**config.mk**
```make
export PLATFORM = sky130hd
export DESIGN_NAME = fwd_scoreboard_unit_flat
export DESIGN_NICKNAME = d
export VERILOG_FILES = /design/src/rtl/fwd_scoreboard_unit_if.sv /design/src/rtl/fwd_scoreboard_unit.sv /design/src/flat_wrapper.sv
export SDC_FILE = /design/constraint.sdc
export NUM_CORES = 1
export LEC_CHECK = 0
export BUFFER_PORTS_ARGS = -buffer_cell sky130_fd_sc_hd__buf_2
export CORE_MARGIN = 2
export CORE_UTILIZATION = 51
export CTS_CLUSTER_DIAMETER = 80
export DETAILED_ROUTE_END_ITERATION = 12
export PLACE_DENSITY = 0.75
export SLEW_MARGIN = 20
export SYNTH_ARGS = -nofsm -noshare
export SYNTH_HDL_FRONTEND = slang
export SYNTH_SLANG_ARGS = --single-unit
export TNS_END_PERCENT = 1
```
**constraint.sdc**
```tcl
create_clock -name clk -period 2.45 [get_ports clk]
set_input_delay 0.1225 -clock clk [delete_from_list [all_inputs] [get_ports clk]]
set_output_delay 0.1225 -clock clk [all_outputs]
set_load 0.01 [all_outputs]
```
**src/rtl/fwd_scoreboard_unit_if.sv**
```systemverilog
// rtl/fwd_scoreboard_unit_if.sv - ID-stage bundle between decode/pipeline control and the forwarding scoreboard
// Purpose: groups the ID read ports, issue/load-response/control inputs and the forwarded outputs.
// Ports (master = pipeline side, slave = scoreboard):
//   rs_addr_i/port_en_i/rf_rdata_i : ID read ports
//   iss_*_i                        : instruction leaving ID and its EX result
//   ld_rsp_*_i                     : late load data return
//   hold_i/flush_i                 : pipeline freeze / kill
//   fwd_rdata_o/stall_o/stall_cnt_o: forwarded operands, load-use stall, stall statistics
interface fwd_scoreboard_unit_if #(
  parameter int XLEN   = 32,
  parameter int REG_AW = 5,
  parameter int NPORTS = 2,
  parameter int CNT_W  = 16
);
  logic [NPORTS*REG_AW-1:0] rs_addr_i;
  logic [NPORTS-1:0]        port_en_i;
  logic [NPORTS*XLEN-1:0]   rf_rdata_i;
  logic                     iss_we_i;
  logic [REG_AW-1:0]        iss_rd_i;
  logic                     iss_rdy_i;
  logic [XLEN-1:0]          iss_wdata_i;
  logic                     ld_rsp_vld_i;
  logic [REG_AW-1:0]        ld_rsp_rd_i;
  logic [XLEN-1:0]          ld_rsp_data_i;
  logic                     hold_i;
  logic                     flush_i;
  logic [NPORTS*XLEN-1:0]   fwd_rdata_o;
  logic                     stall_o;
  logic [CNT_W-1:0]         stall_cnt_o;

  modport master (
    output rs_addr_i, port_en_i, rf_rdata_i, iss_we_i, iss_rd_i, iss_rdy_i, iss_wdata_i,
    output ld_rsp_vld_i, ld_rsp_rd_i, ld_rsp_data_i, hold_i, flush_i,
    input  fwd_rdata_o, stall_o, stall_cnt_o
  );

  modport slave (
    input  rs_addr_i, port_en_i, rf_rdata_i, iss_we_i, iss_rd_i, iss_rdy_i, iss_wdata_i,
    input  ld_rsp_vld_i, ld_rsp_rd_i, ld_rsp_data_i, hold_i, flush_i,
    output fwd_rdata_o, stall_o, stall_cnt_o
  );
endinterface

```
**src/rtl/fwd_scoreboard_unit.sv**
```systemverilog
// rtl/fwd_scoreboard_unit.sv - in-flight register write tracker with operand forwarding and load-use stall
// Purpose: tracks NSTAGES producer entries (0 = EX, youngest) and forwards the youngest matching
//   result to each ID read port; stalls ID when that result is an outstanding load.
// Ports:
//   clk  : clock, all state on posedge
//   rst  : synchronous active-low reset
//   bus  : fwd_scoreboard_unit_if.slave (read ports, issue, load response, hold/flush, outputs)
module fwd_scoreboard_unit #(
  parameter int XLEN    = 32,
  parameter int REG_AW  = 5,
  parameter int NPORTS  = 2,
  parameter int NSTAGES = 3,
  parameter int CNT_W   = 16
) (
  input logic            clk,
  input logic            rst,
  fwd_scoreboard_unit_if.slave bus
);

  // cap: entry issued last cycle as an ALU op; its result is on iss_wdata_i this cycle
  // and is latched into data at the coming edge.
  typedef struct packed {
    logic              vld;
    logic [REG_AW-1:0] rd;
    logic              rdy;
    logic              cap;
    logic [XLEN-1:0]   data;
  } ent_t;

  ent_t                 ent_q [NSTAGES];
  ent_t                 ent_d [NSTAGES];
  logic [CNT_W-1:0]     stall_cnt_q, stall_cnt_d;
  logic [NPORTS*XLEN-1:0] fwd_data;
  logic                 stall_any;
  logic                 stall;
  logic [NSTAGES-1:0]   fill_sel;

  // Per-port forwarding: first hit scanning from entry 0 is the youngest producer.
  always_comb begin
    logic [REG_AW-1:0] rs;
    logic [XLEN-1:0]   pdata;
    logic              found;
    stall_any = 1'b0;
    fwd_data  = '0;
    rs        = '0;
    pdata     = '0;
    found     = 1'b0;
    for (int p = 0; p < NPORTS; p++) begin
      rs    = bus.rs_addr_i[p*REG_AW +: REG_AW];
      pdata = bus.rf_rdata_i[p*XLEN +: XLEN];
      found = 1'b0;
      for (int i = 0; i < NSTAGES; i++) begin
        if (!found && bus.port_en_i[p] && ent_q[i].vld &&
            (ent_q[i].rd != '0) && (ent_q[i].rd == rs)) begin
          found = 1'b1;
          if (ent_q[i].rdy) begin
            pdata = ent_q[i].cap ? bus.iss_wdata_i : ent_q[i].data;
          end else if (bus.ld_rsp_vld_i && (bus.ld_rsp_rd_i == rs)) begin
            pdata = bus.ld_rsp_data_i;
          end else begin
            stall_any = 1'b1;
          end
        end
      end
      fwd_data[p*XLEN +: XLEN] = pdata;
    end
  end

  assign stall           = rst & ~bus.flush_i & stall_any;
  assign bus.stall_o     = stall;
  assign bus.fwd_rdata_o = rst ? fwd_data : '0;
  assign bus.stall_cnt_o = stall_cnt_q;

  // Next tracker state: capture and fill act on current positions, then the shift
  // carries them to their post-shift slot. Flush overrides everything.
  always_comb begin
    logic sel_found;
    sel_found = 1'b0;
    fill_sel  = '0;
    for (int i = NSTAGES - 1; i >= 0; i--) begin
      if (!sel_found && bus.ld_rsp_vld_i && ent_q[i].vld && !ent_q[i].rdy &&
          (ent_q[i].rd == bus.ld_rsp_rd_i)) begin
        fill_sel[i] = 1'b1;
        sel_found   = 1'b1;
      end
    end

    for (int i = 0; i < NSTAGES; i++) begin
      ent_d[i] = ent_q[i];
      if (ent_q[i].cap) begin
        ent_d[i].data = bus.iss_wdata_i;
        ent_d[i].cap  = 1'b0;
      end
      if (fill_sel[i]) begin
        ent_d[i].rdy  = 1'b1;
        ent_d[i].data = bus.ld_rsp_data_i;
      end
    end

    if (!bus.hold_i) begin
      for (int i = NSTAGES - 1; i > 0; i--) begin
        ent_d[i] = ent_d[i-1];
      end
      ent_d[0] = '0;
      if (!stall) begin
        ent_d[0].vld = bus.iss_we_i;
        ent_d[0].rd  = bus.iss_rd_i;
        ent_d[0].rdy = bus.iss_rdy_i;
        ent_d[0].cap = bus.iss_we_i & bus.iss_rdy_i;
      end
    end

    if (bus.flush_i) begin
      for (int i = 0; i < NSTAGES; i++) begin
        ent_d[i].vld = 1'b0;
        ent_d[i].cap = 1'b0;
      end
    end

    stall_cnt_d = stall_cnt_q;
    if (stall && (stall_cnt_q != {CNT_W{1'b1}})) begin
      stall_cnt_d = stall_cnt_q + {{(CNT_W-1){1'b0}}, 1'b1};
    end
  end

  always_ff @(posedge clk) begin
    if (!rst) begin
      for (int i = 0; i < NSTAGES; i++) begin
        ent_q[i] <= '0;
      end
      stall_cnt_q <= '0;
    end else begin
      ent_q       <= ent_d;
      stall_cnt_q <= stall_cnt_d;
    end
  end

endmodule
```
**src/flat_wrapper.sv**
```systemverilog
// flat-port wrapper written by rule: the top's interface ports become plain ports
module fwd_scoreboard_unit_flat 
#(
  parameter int XLEN    = 32,
  parameter int REG_AW  = 5,
  parameter int NPORTS  = 2,
  parameter int NSTAGES = 3,
  parameter int CNT_W   = 16
)
  (clk, rst, bus_rs_addr_i, bus_port_en_i, bus_rf_rdata_i, bus_iss_we_i, bus_iss_rd_i, bus_iss_rdy_i, bus_iss_wdata_i, bus_ld_rsp_vld_i, bus_ld_rsp_rd_i, bus_ld_rsp_data_i, bus_hold_i, bus_flush_i, bus_fwd_rdata_o, bus_stall_o, bus_stall_cnt_o);
  fwd_scoreboard_unit_if #(.XLEN(XLEN), .REG_AW(REG_AW), .NPORTS(NPORTS), .CNT_W(CNT_W)) bus_i ();
  input logic clk;
  input logic rst;
  input wire logic [$bits(bus_i.rs_addr_i)-1:0] bus_rs_addr_i;
  input wire logic [$bits(bus_i.port_en_i)-1:0] bus_port_en_i;
  input wire logic [$bits(bus_i.rf_rdata_i)-1:0] bus_rf_rdata_i;
  input wire logic [$bits(bus_i.iss_we_i)-1:0] bus_iss_we_i;
  input wire logic [$bits(bus_i.iss_rd_i)-1:0] bus_iss_rd_i;
  input wire logic [$bits(bus_i.iss_rdy_i)-1:0] bus_iss_rdy_i;
  input wire logic [$bits(bus_i.iss_wdata_i)-1:0] bus_iss_wdata_i;
  input wire logic [$bits(bus_i.ld_rsp_vld_i)-1:0] bus_ld_rsp_vld_i;
  input wire logic [$bits(bus_i.ld_rsp_rd_i)-1:0] bus_ld_rsp_rd_i;
  input wire logic [$bits(bus_i.ld_rsp_data_i)-1:0] bus_ld_rsp_data_i;
  input wire logic [$bits(bus_i.hold_i)-1:0] bus_hold_i;
  input wire logic [$bits(bus_i.flush_i)-1:0] bus_flush_i;
  output wire logic [$bits(bus_i.fwd_rdata_o)-1:0] bus_fwd_rdata_o;
  output wire logic [$bits(bus_i.stall_o)-1:0] bus_stall_o;
  output wire logic [$bits(bus_i.stall_cnt_o)-1:0] bus_stall_cnt_o;
  assign bus_i.rs_addr_i = bus_rs_addr_i;
  assign bus_i.port_en_i = bus_port_en_i;
  assign bus_i.rf_rdata_i = bus_rf_rdata_i;
  assign bus_i.iss_we_i = bus_iss_we_i;
  assign bus_i.iss_rd_i = bus_iss_rd_i;
  assign bus_i.iss_rdy_i = bus_iss_rdy_i;
  assign bus_i.iss_wdata_i = bus_iss_wdata_i;
  assign bus_i.ld_rsp_vld_i = bus_ld_rsp_vld_i;
  assign bus_i.ld_rsp_rd_i = bus_ld_rsp_rd_i;
  assign bus_i.ld_rsp_data_i = bus_ld_rsp_data_i;
  assign bus_i.hold_i = bus_hold_i;
  assign bus_i.flush_i = bus_flush_i;
  assign bus_fwd_rdata_o = bus_i.fwd_rdata_o;
  assign bus_stall_o = bus_i.stall_o;
  assign bus_stall_cnt_o = bus_i.stall_cnt_o;
  fwd_scoreboard_unit #(.XLEN(XLEN), .REG_AW(REG_AW), .NPORTS(NPORTS), .NSTAGES(NSTAGES), .CNT_W(CNT_W)) u_core (.clk(clk), .rst(rst), .bus(bus_i));
endmodule
```
==> impl_metrics.csv, run 1 <==
group,metric,value,unit
route,drt_wl_total,41600,um
layout,num-nets-final,1771,
sta,rsz_0062_raised_after_global_routing,"yes",
layout,stdcell_area,15100,um^2
worst_setup_path,worstPathRequired,2330,ps
sta,final_min_period_over_clock_period,127,%
placed_design,detailedPlace.worstSlack,-392,ps
worst_setup_path,endpoint_kind,"primary output",
synthesis,syn_avg_cell_area,7.88,um^2
synthesis,ys_flop_type,"sky130_fd_sc_hd__dfxtp_1",
sta,max_clock_freq,322,MHz
sta,holdWs,72.9,ps
cts,numClockSinks,134,
grt,grt.total_usage,35.9,%
cts,cts.reportedPaths.clkPinSlew,60,ps
grt,grt_pass1_wl,63800,um
cts,root_buffer,"sky130_fd_sc_hd__clkbuf_16",
grt,grt_overflow,0,
worst_setup_path,timing.critical_path.arrival,2990,ps
route,drt_drc_violations_left,0,
synthesis,synth_area_leader_cell,"sky130_fd_sc_hd__dfxtp_1",
floorplanning,die_area,22500,um^2
cts,clock_tree_from_tritoncts,"done",
worst_setup_path,worst-setup-path-type,"register to primary output",
power_and_ir_drop,power_per_cell_area,420,nW/um^2
route,detailedRoute.firstPassIterationCount,6,
hold_path,path_class_of_the_lowest_slack_min_delay_path,"input pin to register",
synthesis,netlist_top_cells_area,"sky130_fd_sc_hd__dfxtp_1 25%, sky130_fd_sc_hd__a221oi_1 10%, sky130_fd_sc_hd__mux2i_1 8.1%",
synthesis,synth.lib_cells_used.distinct,53,
worst_setup_path,timing.reg2reg.worst_path_depth,10,
placed_design,detailed_place.area,13600,um^2
run_status,failed_checks,"negative setup slack",
placed_design,dpl.cell_count,1851,
synthesis,synth_area_in_simple_gates,14.8,%
sta,worst-slew-pin-transition,999,ps
synthesis,synth.ff_latch_count,134,
layout,share_of_layout_cells_above_drive_strength_1,41.1,%
route,detail_route.vias_per_cell,6.68,
cts,cts-htree-levels,4,
sta,finalHoldViolations,0,
worst_setup_path,regToRegStartpoint,"u_core.ent_q[75]$_SDFFE_PN0N_",
placed_design,gp_congestion,0.931,
synthesis,netlist.area_leader.share,24.7,%
synthesis,synth.area.mux_share,14.6,%
placed_design,placement.io_buffers,237,
synthesis,asyncSetResetFlopFracSynth,0,%
synthesis,arithmetic_cell_share_of_the_synthesized_area_counting_full_adders_half_adders_and_majority_gates,0.115,%
sta,max_transition_margin,33.2,%
power_and_ir_drop,leakagePower,5.89,nW
synthesis,synth_xor_area_share,4.43,%
floorplanning,initial_cell_density_of_the_core,51.9,%
sta,finClkSkew,12.9,ps
grt,largest_net_degree_at_the_start_of_global_routing,69,
synthesis,synth_edf_count,0,
worst_setup_path,cp-start-kind,"register",
synthesis,synth_nets,1537,
synthesis,register_area_share_after_synthesis,24.7,%
grt,grt_antenna_before_repair,5,
worst_setup_path,crit_start,"u_core.ent_q[75]$_SDFFE_PN0N_",
layout,syn2layout_area_growth,39.0,%
synthesis,synthTopCellsByCount,"153 x sky130_fd_sc_hd__nor2_1, 134 x sky130_fd_sc_hd__dfxtp_1, 132 x sky130_fd_sc_hd__clkbuf_1",
layout,n_fill_cell,1596,
sta,min_period,3110,ps
synthesis,synth_top_family_by_area,"compound AO/OA/AOI/OAI gates",
cts,tritoncts.num_buffers,17,
synthesis,syn-instance-count,1379,
synthesis,yosysMostFrequentCell,"sky130_fd_sc_hd__nor2_1",
grt,grt_pass1_vias,12100,
route,ant_nets,0,
flow_run,maxCapViolations,0,
run_status,status,"complete, but fails checks",
sta,report.final.slew_viol_count,0,
layout,layout.cells.non_filler,1907,
route,routed_wire_length_per_instance,21.8,um
sta,layout_setup_ws,-658,ps
cts,clk_latency,430,ps
worst_setup_path,path_max_fanout,6,
synthesis,synthesis.yosys.warnings,0,
route,initial_drt_markers,1226,
floorplanning,placementRows,53,
synthesis,synth.cell_area,10900,um^2
floorplanning,dieWidth,150,um
floorplanning,die_h,150,um
placed_design,detailed_placement_hpwl,27300,um
cts,clockBufferDepth,2,
floorplanning,core,21000,um^2
worst_setup_path,worst_r2r_endpoint,"u_core.bus.stall_cnt_o[7]$_SDFFE_PN0P_",
route,route.vias.total,12700,
sta,setup_viol_count_final,88,
power_and_ir_drop,power.ir.vdd_worst,0.000503,V
synthesis,compound_gate_fraction_of_synth_area,33.0,%
worst_setup_path,critPathCapture,"bus_fwd_rdata_o[16]",
worst_setup_path,timing.reg2reg.setup_slack,-260,ps
floorplanning,top_level_i_o_count,238,
## state kept, by name (all words and copies together) (netlist names)
signal,count
u_core.ent_q,118
u_core.bus.stall_cnt_o,16
## worst min path at each step
stage,from,end,slack (ps),depth (start not counted)
floorplan,bus_iss_rdy_i,u_core.ent_q[113]$_SDFF_PN0_,240,1
global placement,bus_iss_rd_i[1],u_core.ent_q[115]$_SDFFE_PN0N_,330,2
detailed placement,bus_iss_rd_i[2],u_core.ent_q[116]$_SDFFE_PN0N_,340,2
CTS,rst,u_core.bus.stall_cnt_o[12]$_SDFFE_PN0P_,70,3
global route,rst,u_core.bus.stall_cnt_o[12]$_SDFFE_PN0P_,70,3
finish,rst,u_core.bus.stall_cnt_o[12]$_SDFFE_PN0P_,70,3
## critical path, stage by stage (launching register included)
cell,delay (ps)
sky130_fd_sc_hd__dfxtp_4,380
sky130_fd_sc_hd__or4_4,130
sky130_fd_sc_hd__o21ai_2,50
sky130_fd_sc_hd__or4_4,550
sky130_fd_sc_hd__nor3b_4,260
sky130_fd_sc_hd__nor3b_4,270
sky130_fd_sc_hd__buf_12,170
sky130_fd_sc_hd__buf_16,150
sky130_fd_sc_hd__a221oi_1,90
sky130_fd_sc_hd__a221oi_2,300
sky130_fd_sc_hd__buf_2,180
## power breakdown
group	total [mW]	internal [mW]	switching [mW]
combinational	1.19	0.536	0.651
sequential	2.27	2.22	0.0513
clock	2.89	1.87	1.02
## per-layer routing
layer | GRT usage, % | vias to the layer above | routed length [um]
met1 | 45.5 | 6052 | 16100
met4 | 17.1 | 2 | 1840
met5 | 0 | - | 11
met2 | 58.5 | 810 | 19300
met3 | 7.04 | 153 | 4330
li1 | - | 5718 | -
## cell families (layout without fill, tap and decap cells)
| family | Yosys count | count (layout) |
|---|---|---|
| AO/OA/AOI/OAI | 475 | 475 |
| AND/OR/NAND/NOR | 336 | 336 |
| buffers and inverters | 227 | 474 |
| multiplexers | 151 | 151 |
| flip-flops | 134 | 134 |
| XOR/XNOR | 55 | 55 |
| adder cells (fa/ha/maj) | 1 | 1 |
| other | 0 | 6 |
## through the flow
step / total power, mW / util [%] / TNS, ps
floorplan: 3.00 / - / -3930
global placement: 3.40 / 65.1 / -17200
detailed placement: 3.42 / 65.1 / -21230
CTS: 6.31 / 71.2 / -36990
global route: 6.54 / 72.1 / -52800
finish: 6.35 / 72.1 / -39820
## placed cells by master (no fill, tap or decap), types with 29 or more instances in the layout
| cell type | n |
|---|---|
| sky130_fd_sc_hd__mux2i_1 | 82 |
| sky130_fd_sc_hd__a221oi_2 | 99 |
| sky130_fd_sc_hd__xor2_1 | 33 |
| sky130_fd_sc_hd__a221oi_1 | 29 |
| sky130_fd_sc_hd__buf_4 | 118 |
| sky130_fd_sc_hd__a31oi_1 | 60 |
| sky130_fd_sc_hd__nand2b_1 | 41 |
| sky130_fd_sc_hd__inv_1 | 38 |
| sky130_fd_sc_hd__o21a_1 | 31 |
| sky130_fd_sc_hd__nor2_1 | 151 |
| sky130_fd_sc_hd__mux2_2 | 63 |
| sky130_fd_sc_hd__o22a_1 | 63 |
| sky130_fd_sc_hd__dfxtp_1 | 119 |
| sky130_fd_sc_hd__buf_12 | 33 |
| sky130_fd_sc_hd__buf_2 | 236 |
| sky130_fd_sc_hd__a211oi_1 | 32 |
| sky130_fd_sc_hd__o211ai_1 | 33 |
| sky130_fd_sc_hd__nand2_1 | 56 |
| sky130_fd_sc_hd__o21ai_0 | 64 |
## cell type report
type	instances	area [um^2]	share of cell area (%)
Clock buffer	25	517	3.42
Multi-Input combinational cell	1018	8280	54.8
Timing Repair Buffer	403	2950	19.5
Antenna cell	6	15.0	0.0993
Sequential cell	134	2720	18.0
Clock inverter	7	138	0.911
Tap cell	275	344	2.28
Inverter	39	151	1.00
## what timing repair did
action,in CTS,in global routing
hold endpoints to repair,8,0
pin swaps,56,15
setup buffers,7,1
cloned,3,0
setup endpoints to repair,90,152
gates resized for setup,74,36
hold buffers,7,0
(Power assumes the default switching activity.)
==> inputs of run 2 (changes only) <==
==> constraint.sdc (replaced) <==
create_clock -name clk -period 2.45 [get_ports clk]
set_input_delay 0.49 -clock clk [delete_from_list [all_inputs] [get_ports clk]]
set_output_delay 0.49 -clock clk [all_outputs]
set_load 0.01 [all_outputs]
==> run 2 against run 1 <==
  * The run still ends with negative setup slack left
  * Final cell count up 0.21%
  * Combinational power is 3% higher
  * Worst setup slack worse by 580 ps
  * Largest power group unchanged
==> impl_metrics.csv, run 2 (synthesis results as in run 1) <==
group,metric,value,unit
cts,tritoncts.num_buffers,17,
layout,mostFrequentLayoutCells,"236 x sky130_fd_sc_hd__buf_2, 149 x sky130_fd_sc_hd__nor2_1, 131 x sky130_fd_sc_hd__buf_4, 121 x sky130_fd_sc_hd__dfxtp_1, 74 x sky130_fd_sc_hd__mux2i_1",
run_status,status,"complete, but fails checks",
power_and_ir_drop,p_sw,1.77,mW
power_and_ir_drop,combPwrFrac,19.7,%
flow_run,maxCapViolations,0,
worst_setup_path,path_max_fanout,20,
sta,worst-slew-pin-transition,728,ps
cts,clk_latency,430,ps
route,initial_drt_markers,1384,
floorplanning,die_h,150,um
sta,max_transition_margin,51.4,%
sta,min_period,3680,ps
sta,finalHoldViolations,0,
sta,holdWs,265,ps
power_and_ir_drop,power_per_cell_area,416,nW/um^2
hold_path,path_class_of_the_lowest_slack_min_delay_path,"input pin to register",
grt,grt_overflow,0,
run_status,failed_checks,"negative setup slack",
layout,share_of_layout_cells_above_drive_strength_1,40.8,%
power_and_ir_drop,power.ir.vdd_worst,0.000485,V
cts,cts.reportedPaths.clkPinSlew,60,ps
layout,ff_latch_area,2700,um^2
route,drt_wl_total,41900,um
layout,syn2layout_area_growth,37.7,%
floorplanning,dieWidth,150,um
sta,finClkSkew,9.86,ps
route,ant_nets,0,
worst_setup_path,worst-setup-path-type,"register to primary output",
route,detail_route.vias_per_cell,6.68,
cts,cts_setup_buffers,0,
layout,largest_register_ffs,118,
route,detailedRoute.firstPassIterationCount,6,
layout,layout.cells.non_filler,1911,
floorplanning,initial_cell_density_of_the_core,51.9,%
sta,report.final.slew_viol_count,0,
cts,numClockSinks,134,
worst_setup_path,cp_slowest_stage_delay,550,ps
sta,setup_viol_count_final,89,
layout,n_fill_cell,1633,
floorplanning,top_level_i_o_count,238,
sta,layout_setup_ws,-1230,ps
worst_setup_path,timing.critical_path.slowest_stage_cell,"sky130_fd_sc_hd__or4_1",
placed_design,detailedPlace.worstSlack,-1050,ps
cts,hold_buffer_count_at_cts,0,
grt,grt_pass1_wl,63700,um
route,routed_wire_length_per_instance,21.9,um
layout,num-nets-final,1779,
placed_design,dpl.cell_count,1876,
power_and_ir_drop,power_switching_share,28.5,%
grt,grt_pass1_vias,12000,
route,drt_drc_violations_left,0,
cts,cts-htree-levels,4,
grt,grt.total_usage,35.8,%
floorplanning,die_area,22500,um^2
power_and_ir_drop,pwr-share-seq,36.6,%
placed_design,gp_congestion,0.926,
power_and_ir_drop,leakagePower,5.77,nW
worst_setup_path,timing.critical_path.arrival,3190,ps
worst_setup_path,cp-start-kind,"register",
floorplanning,core,21000,um^2
power_and_ir_drop,power_frac_clock,43.7,%
placed_design,detailed_placement_hpwl,28500,um
worst_setup_path,endpoint_kind,"primary output",
layout,multi_input_comb_area,8230,um^2
placed_design,placement.io_buffers,237,
cts,clockBufferDepth,2,
sta,rsz_0062_raised_after_global_routing,"yes",
layout,stdcell_area,15000,um^2
layout,layout_commonest_cell,"sky130_fd_sc_hd__buf_2",
route,route.vias.total,12800,
placed_design,detailed_place.area,13800,um^2
cts,clock_tree_from_tritoncts,"done",
grt,grt_antenna_before_repair,1,
sta,final_min_period_over_clock_period,150,%
worst_setup_path,worstPathRequired,1960,ps
sta,max_clock_freq,271,MHz
power_and_ir_drop,fin_total_pwr,6.22,mW
worst_setup_path,worstPathCellList,"or4_1 > o21ai_2 > nor4_2 > buf_4 > nor4b_4 > nor2b_4 > buf_12 > a221oi_1 > a221oi_2 > buf_2",
cts,root_buffer,"sky130_fd_sc_hd__clkbuf_16",
grt,largest_net_degree_at_the_start_of_global_routing,60,
layout,regMostFlops,"u_core.ent_q",
power_and_ir_drop,internal_power,4.45,mW
floorplanning,placementRows,53,
==> run 2: changes by cell type in the layout (fill, tap and decap cells not counted), sizes merged <==
cell,previous run,this run
buf,396,410
clkinvlp,1,4
nor2b,6,7
diode,6,2
clkbuf,25,22
clkinv,2,4
dlygate4sd3,7,0
bufinv,4,2
==> run 2: layout make-up <==
cell class                 count  share of cell area [%]
multi-input combinational   1019                    55.0
inverter                      39                    1.01
timing repair buffer         410                    19.5
sequential                   134                    18.1
clock buffer                  22                    3.38
antenna                        2                  0.0334
clock inverter                10                   0.786
tap                          275                    2.30
==> run 2: worst paths after layout <==
kind                                                              start                                      end  slack [ps]  cells after the start
worst max-delay path                      u_core.ent_q[75]$_SDFFE_PN0N_                      bus_fwd_rdata_o[51]       -1230                     10
worst min-delay path                                    bus_iss_rd_i[2]           u_core.ent_q[116]$_SDFFE_PN0N_         260                      2
worst max register to register            u_core.ent_q[75]$_SDFFE_PN0N_   u_core.bus.stall_cnt_o[9]$_SDFFE_PN0P_        -640                     11
worst min register to register  u_core.bus.stall_cnt_o[10]$_SDFFE_PN0P_  u_core.bus.stall_cnt_o[10]$_SDFFE_PN0P_         490                      2
==> run 2: metal layers <==
metal | vias up | share of wire, % | wire [um] | track usage, %
met5 | - | 0 | 0 | 0
met4 | 0 | 4.6 | 1930 | 17.4
met3 | 171 | 9.7 | 4060 | 6.04
met2 | 819 | 46 | 19500 | 57.8
met1 | 6032 | 39 | 16500 | 46.2
li1 | 5735 | - | - | -
==> run 2: through the flow <==
stage | TNS (ps) | utilization (%)
global placement | -92430 | 65.9
CTS | -76450 | 69.5
floorplan | -43010 | -
finish | -77020 | 71.4
detailed placement | -100470 | 65.9
global route | -89910 | 71.4
==> run 2: power by group through the flow <==
stage / Sequential, mW / Combinational, mW / Clock (mW)
floorplan: 2.29 / 0.723 / 0
global placement: 2.32 / 1.13 / 0
detailed placement: 2.32 / 1.15 / 0
CTS: 2.27 / 1.17 / 2.72
global route: 2.28 / 1.31 / 2.82
finish: 2.28 / 1.23 / 2.72
==> run 2: worst max-delay path: cells and delay by family, from the launching register on <==
family          cells  cell delay, ps
simple gates        4            1180
compound gates      3             680
buf+inv             3             540
flops               1             340
==> run 2: what timing repair did <==
item                                    in CTS  in global routing
gates cloned                                 1                  0
pin swaps                                   14                 27
endpoints found under the setup margin     152                184
gates resized for setup                     34                 76
